File: config.mk
export PLATFORM = sky130hd
export DESIGN_NAME = sliscp_perm
export DESIGN_NICKNAME = d
export VERILOG_FILES = /design/src/rtl/sliscp_perm.sv
export SDC_FILE = /design/constraint.sdc
export NUM_CORES = 1
export LEC_CHECK = 0
export ABC_AREA = 1
export CAP_MARGIN = 20
export CELL_PAD_IN_SITES_DETAIL_PLACEMENT = 0
export CELL_PAD_IN_SITES_GLOBAL_PLACEMENT = 1
export CORE_MARGIN = 4
export CORE_UTILIZATION = 34
export CTS_BUF_LIST = sky130_fd_sc_hd__clkbuf_16
export CTS_CLUSTER_DIAMETER = 120
export DETAILED_ROUTE_END_ITERATION = 8
export PLACE_DENSITY_LB_ADDON = 0.1
export SYNTH_ARGS = -nofsm -noshare
export SYNTH_HDL_FRONTEND = slang
export SYNTH_SLANG_ARGS = --single-unit
File: constraint.sdc
create_clock -name clk -period 12.34 [get_ports clk]
set_input_delay 1.851 -clock clk [delete_from_list [all_inputs] [get_ports clk]]
set_output_delay 1.851 -clock clk [all_outputs]
set_load 0.02 [all_outputs]
File: src/rtl/sliscp_perm.sv
// sliscp_perm: iterative sLiSCP-light permutation core.
// Applies NUM_STEPS steps to a 4*WIDTH-bit state. Each step runs two Simeck
// SB boxes over S1 and S3, UNROLL rounds per clock, adds the step constants to
// S0 and S2, and applies the Feistel word mix. Constants come combinationally
// from an external ROM addressed by step_idx.
// Ports:
//   clk, rst        clock, asynchronous active-high reset
//   start           begin a permutation (accepted in IDLE only)
//   sin             input state {S0,S1,S2,S3}, S0 at MSBs
//   rc0, rc1        S1 / S3 box round constants, bit t used in round t
//   sc0, sc1        S0 / S2 step constants, bits [5:0] used
//   step_idx        current step, drives the constant ROM address
//   busy            high while the permutation is running
//   done            one-cycle pulse when sout becomes valid
//   sout            permuted state, held until the next done
module sliscp_perm #(
    parameter int unsigned WIDTH     = 48,
    parameter int unsigned NUM_STEPS = 18,
    parameter int unsigned SB_ROUNDS = 6,
    parameter int unsigned UNROLL    = 1
) (
    input  logic                 clk,
    input  logic                 rst,
    input  logic                 start,
    input  logic [4*WIDTH-1:0]   sin,
    input  logic [7:0]           rc0,
    input  logic [7:0]           rc1,
    input  logic [7:0]           sc0,
    input  logic [7:0]           sc1,
    output logic [4:0]           step_idx,
    output logic                 busy,
    output logic                 done,
    output logic [4*WIDTH-1:0]   sout
);

    localparam int unsigned HALF = WIDTH / 2;
    localparam int unsigned SW   = 4 * WIDTH;
    // Stored round counter never holds SB_ROUNDS itself, so 3 bits cover up to 8 rounds
    localparam int unsigned RW   = 3;

    typedef enum logic [1:0] {
        IDLE = 2'd0,
        RUN  = 2'd1,
        DONE = 2'd2
    } fsm_t;

    fsm_t            fsm_q, fsm_d;
    logic [SW-1:0]   st_q, st_d;
    logic [SW-1:0]   sout_q, sout_d;
    logic [4:0]      step_q, step_d;
    logic [RW-1:0]   rnd_q, rnd_d;
    logic            busy_q, busy_d;
    logic            done_q, done_d;

    logic [WIDTH-1:0] s0, s1, s2, s3;
    logic [WIDTH-1:0] s1r, s3r;
    logic [WIDTH-1:0] mix_a, mix_b;
    logic [SW-1:0]    mixed;
    logic [RW-1:0]    idx;
    logic             last_rnd;

    // Upper sc bits are defined as don't-care
    logic unused_sc;
    assign unused_sc = ^{sc0[7:6], sc1[7:6]};

    function automatic logic [HALF-1:0] rotl(input logic [HALF-1:0] x, input int unsigned n);
        return (x << n) | (x >> (HALF - n));
    endfunction

    // One Simeck round on a word, l = upper half
    function automatic logic [WIDTH-1:0] sb_round(input logic [WIDTH-1:0] x, input logic rc);
        logic [HALF-1:0] l;
        logic [HALF-1:0] r;
        logic [HALF-1:0] f;
        l = x[WIDTH-1:HALF];
        r = x[HALF-1:0];
        f = (l & rotl(l, 5)) ^ rotl(l, 1);
        return {r ^ f ^ {{(HALF-1){1'b1}}, rc}, l};
    endfunction

    // Round datapath: UNROLL rounds on S1/S3, plus the step mix when the boxes finish
    always_comb begin
        s0  = st_q[4*WIDTH-1:3*WIDTH];
        s1  = st_q[3*WIDTH-1:2*WIDTH];
        s2  = st_q[2*WIDTH-1:WIDTH];
        s3  = st_q[WIDTH-1:0];
        s1r = s1;
        s3r = s3;
        idx = rnd_q;
        for (int u = 0; u < int'(UNROLL); u++) begin
            idx = rnd_q + RW'(u);
            s1r = sb_round(s1r, rc0[idx]);
            s3r = sb_round(s3r, rc1[idx]);
        end
        mix_a    = s0 ^ {{(WIDTH-8){1'b1}}, 2'b00, sc0[5:0]};
        mix_b    = s2 ^ {{(WIDTH-8){1'b1}}, 2'b00, sc1[5:0]};
        mixed    = {s1r, s3r ^ mix_b, s3r, mix_a ^ s1r};
        last_rnd = ({1'b0, rnd_q} + 4'(UNROLL)) == 4'(SB_ROUNDS);
    end

    // Next-state and registered-output logic
    always_comb begin
        fsm_d  = fsm_q;
        st_d   = st_q;
        sout_d = sout_q;
        step_d = step_q;
        rnd_d  = rnd_q;
        busy_d = 1'b0;
        done_d = 1'b0;
        case (fsm_q)
            IDLE: begin
                if (start) begin
                    fsm_d  = RUN;
                    st_d   = sin;
                    step_d = 5'd0;
                    rnd_d  = '0;
                    busy_d = 1'b1;
                end
            end
            RUN: begin
                busy_d = 1'b1;
                if (last_rnd) begin
                    st_d  = mixed;
                    rnd_d = '0;
                    if (step_q == 5'(NUM_STEPS - 1)) begin
                        // step_idx stays at the final step until the next start
                        fsm_d  = DONE;
                        sout_d = mixed;
                        busy_d = 1'b0;
                        done_d = 1'b1;
                    end else begin
                        step_d = step_q + 5'd1;
                    end
                end else begin
                    st_d  = {s0, s1r, s2, s3r};
                    rnd_d = rnd_q + RW'(UNROLL);
                end
            end
            DONE: begin
                fsm_d = IDLE;
            end
            default: begin
                fsm_d = IDLE;
            end
        endcase
    end

    // State register
    always_ff @(posedge clk or posedge rst) begin
        if (rst) begin
            fsm_q  <= IDLE;
            st_q   <= '0;
            sout_q <= '0;
            step_q <= 5'd0;
            rnd_q  <= '0;
            busy_q <= 1'b0;
            done_q <= 1'b0;
        end else begin
            fsm_q  <= fsm_d;
            st_q   <= st_d;
            sout_q <= sout_d;
            step_q <= step_d;
            rnd_q  <= rnd_d;
            busy_q <= busy_d;
            done_q <= done_d;
        end
    end

    assign step_idx = step_q;
    assign busy     = busy_q;
    assign done     = done_q;
    assign sout     = sout_q;

endmodule

==> metrics <==
number of global-route vias before repair 17,700; post-DR wirelength/cell 23.0 um; area taken by multi-input logic gates ~0.008 mm^2; Startpoint Class register; # rows 87; Worst Path Required ~13,000 ps; Slew Limit Fails 0; sequential-to-total area share from yosys stat around half; PD cells between 300 and 400 mW/mm^2; detailed placement HPWL 53,200 um; Peak Freq 0.243 GHz; maximum clock path buffer count 3; Syn Inst Count 2,326; multiplexer share of the synthesized area 0%; drc violations 0; total track usage between 20 and 30%; post-synthesis simple-gate area fraction 17.2%; first-pass iteration count of the detailed router 5; CORE AREA 0.0564 mm^2; Total Routed Length 78,900 um; Area Overhead vs Synth 31.5%; crit path max fanout 26; gpl congestion 0.827; crit end category register; CP startpoint rnd_q[0]; R2R depth 10; Final Hold Vio Count 0; Pleak 12.0 nW; Post-CTS Hold Buffers 0; Layout Cells excl Fill 3,436; Post-CTS Setup Bufs 0; latest clock arrival within the worst-skew pair 580 ps; TritonCTS Buffers 47; Adder-Cell Fraction of Synth Area 0.259%; ratio of final minimum period to clock period between 30% and 40%; max-cap violations 0; fin util between 40% and 50%; cell count along the critical path 10; largest family of logic cells by synthesized area simple AND/OR/NAND/NOR gates; CP bufs+invs 3; Clock Skew between 10 and 15 ps; syn_nets ~2,600; Yosys reg bits approximately 400; port bufs 421; DIE HEIGHT 247 um; crit path cell chain ha_1 -> xor2_1 -> nand3_1 -> nand2_2 -> buf_4 -> nand2_4 -> inv_2 -> buf_4 -> nand2_1 -> a21oi_1; detailed router's first-iteration violation count 1,263; post-synth cell types 30; Via Count 17,500; Hold Startpoint sout[110]; Min Hold Slack 469 ps; WP data arrival 4610 ps; worst r2r src rnd_q[0]; htree depth 2; Top-Level Pins 426; post-layout min period about 4000 ps; Synth Area per Inst ~8.3 um^2; clock slew at reported path FFs 60 ps; final setup TNS 0 ps; Hold Path Depth 2; slowest CP cell nand2_2; CTS tree done; unrepaired setup endpoints after global routing false; relative slew slack 21.7%; setup ws final 8220 ps; kind of critical path register to register; Clock Sink Count 396; critical path's largest stage delay 630 ps; Initial Util 34.3%; CP top delay family buffers and inverters; largest net degree at the start of global routing 197; Register Area 0.00991 mm^2; FFs w/ async S/R, synth 100%; Synth Cell Area around 0.019 mm^2; post-layout instance area around 0.025 mm^2; GRT overflow 0; Synth Area in XOR/XNOR 8.14%; worst min-delay path class register to register; Slew @ Worst Pin 1170 ps; die width 247 um; layout cells sized above 1 under 10%; post-synthesis compound-gate area fraction 15.6%; initial antenna violation count 9; Layout fillers 5,649; placed cell area between 0.02 and 0.025 mm^2; placed cells 3,352; Clock Tree Root clkbuf_16; Vias/cell a little over 5; worst vdd ir 0.000190 V; die area roughly 0.06 mm^2; Synth Flop Type dfrtp_1; post-layout power around 8.4 mW; Post-synth EDFFs 0; fin nets 2,878; outcome finished clean; Resize count post-CTS 0; Synth Warn # 0; first-pass GRT wire length 116,000 um; setup violators final 0; antenna-violating nets left 0; pre-CTS WS roughly 7600 ps; Worst path most repeated cell buf_4
## logic make-up after synthesis
kind of cell	after synthesis
flip-flops	396
AO/OA/AOI/OAI	527
AND/OR/NAND/NOR	846
adder cells (fa/ha/maj)	4
buffers and inverters	373
XOR/XNOR	180
## flip-flops by register name, indices dropped and copies added (netlist names)
signal / flops
st_q: 192
fsm_q: 2
step_idx: 5
rnd_q: 3
sout: 192
busy: 1
done: 1
## synth_stat cells, types with 2 or more instances
cell type / number / area share [%]
a2bb2oi_1: 6 / 0.27
ha_1: 4 / 0.26
o22ai_1: 6 / 0.19
xnor2_1: 30 / 1.4
nand2_1: 681 / 13
buf_6: 2 / 0.12
xor2_1: 150 / 6.8
clkbuf_1: 117 / 2.3
o21ai_0: 96 / 2.5
buf_1: 4 / 0.078
o31ai_1: 2 / 0.078
a21oi_1: 115 / 3.0
buf_2: 47 / 1.2
inv_1: 194 / 3.8
a22oi_1: 113 / 4.4
nand3b_1: 2 / 0.078
a31oi_1: 2 / 0.065
o21ai_1: 165 / 4.3
dfrtp_1: 396 / 51
nand3_1: 104 / 2.7
o211ai_1: 21 / 0.81
inv_2: 8 / 0.16
nor2_1: 54 / 1.0
## metal layers
metal / routed length [um] / global-route usage (%) / vias up / part of all wire (%)
li1: - / - / 8165 / -
met3: 5290 / 5.26 / 132 / 6.7
met5: 52 / 0 / - / 0.066
met4: 2400 / 7.53 / 8 / 3.0
met1: 35200 / 35.3 / 8614 / 45
met2: 36000 / 40.2 / 566 / 46
## layout make-up
class,count,share of cell area [%]
sequential,396,38.9
multi-input combinational,1557,31.4
timing repair buffer,443,17.5
clock buffer,49,4.82
tap,756,3.72
inverter,202,3.04
clock inverter,29,0.556
antenna,4,0.0393
## worst register-to-register path, cell delays in order, from the launching register on
cell	delay [ps]
dfrtp_1	590
ha_1	240
xor2_1	200
nand3_1	210
nand2_2	640
buf_4	510
nand2_4	240
inv_2	580
buf_4	520
nand2_1	170
a21oi_1	170
## where the power goes
group | internal, mW | total [mW] | switching, mW
Combinational | 1.72 | 4.47 | 2.75
Clock | 0.728 | 1.29 | 0.564
Sequential | 1.99 | 2.67 | 0.689
Total | 4.43 | 8.44 | 4.01
## final timing paths
| check | end | slack [ps] |
|---|---|---|
| worst max-delay path | step_idx[0] | 8220 |
| worst min-delay path | sout[110] | 470 |
| worst max register to register | step_idx[0] | 8220 |
| worst min register to register | sout[110] | 470 |
| max in group asynchronous | st_q[50] | 8320 |
| min in group asynchronous | sout[184] | 1900 |
## placed cells by master, fill, tap and decap left out, types with 5 or more instances in the layout
cell / instances
a21oi_1: 115
a22oi_1: 113
a2bb2oi_1: 6
buf_4: 18
clkbuf_16: 49
clkdlybuf4s50_1: 421
clkinv_1: 13
clkinv_2: 7
dfrtp_1: 396
inv_1: 202
inv_2: 5
nand2_1: 679
nand3_1: 104
nor2_1: 54
o211ai_1: 21
o21ai_0: 96
o21ai_1: 164
o22ai_1: 6
xnor2_1: 30
xor2_1: 150
Note: power is estimated with default switching activity, not from simulation.
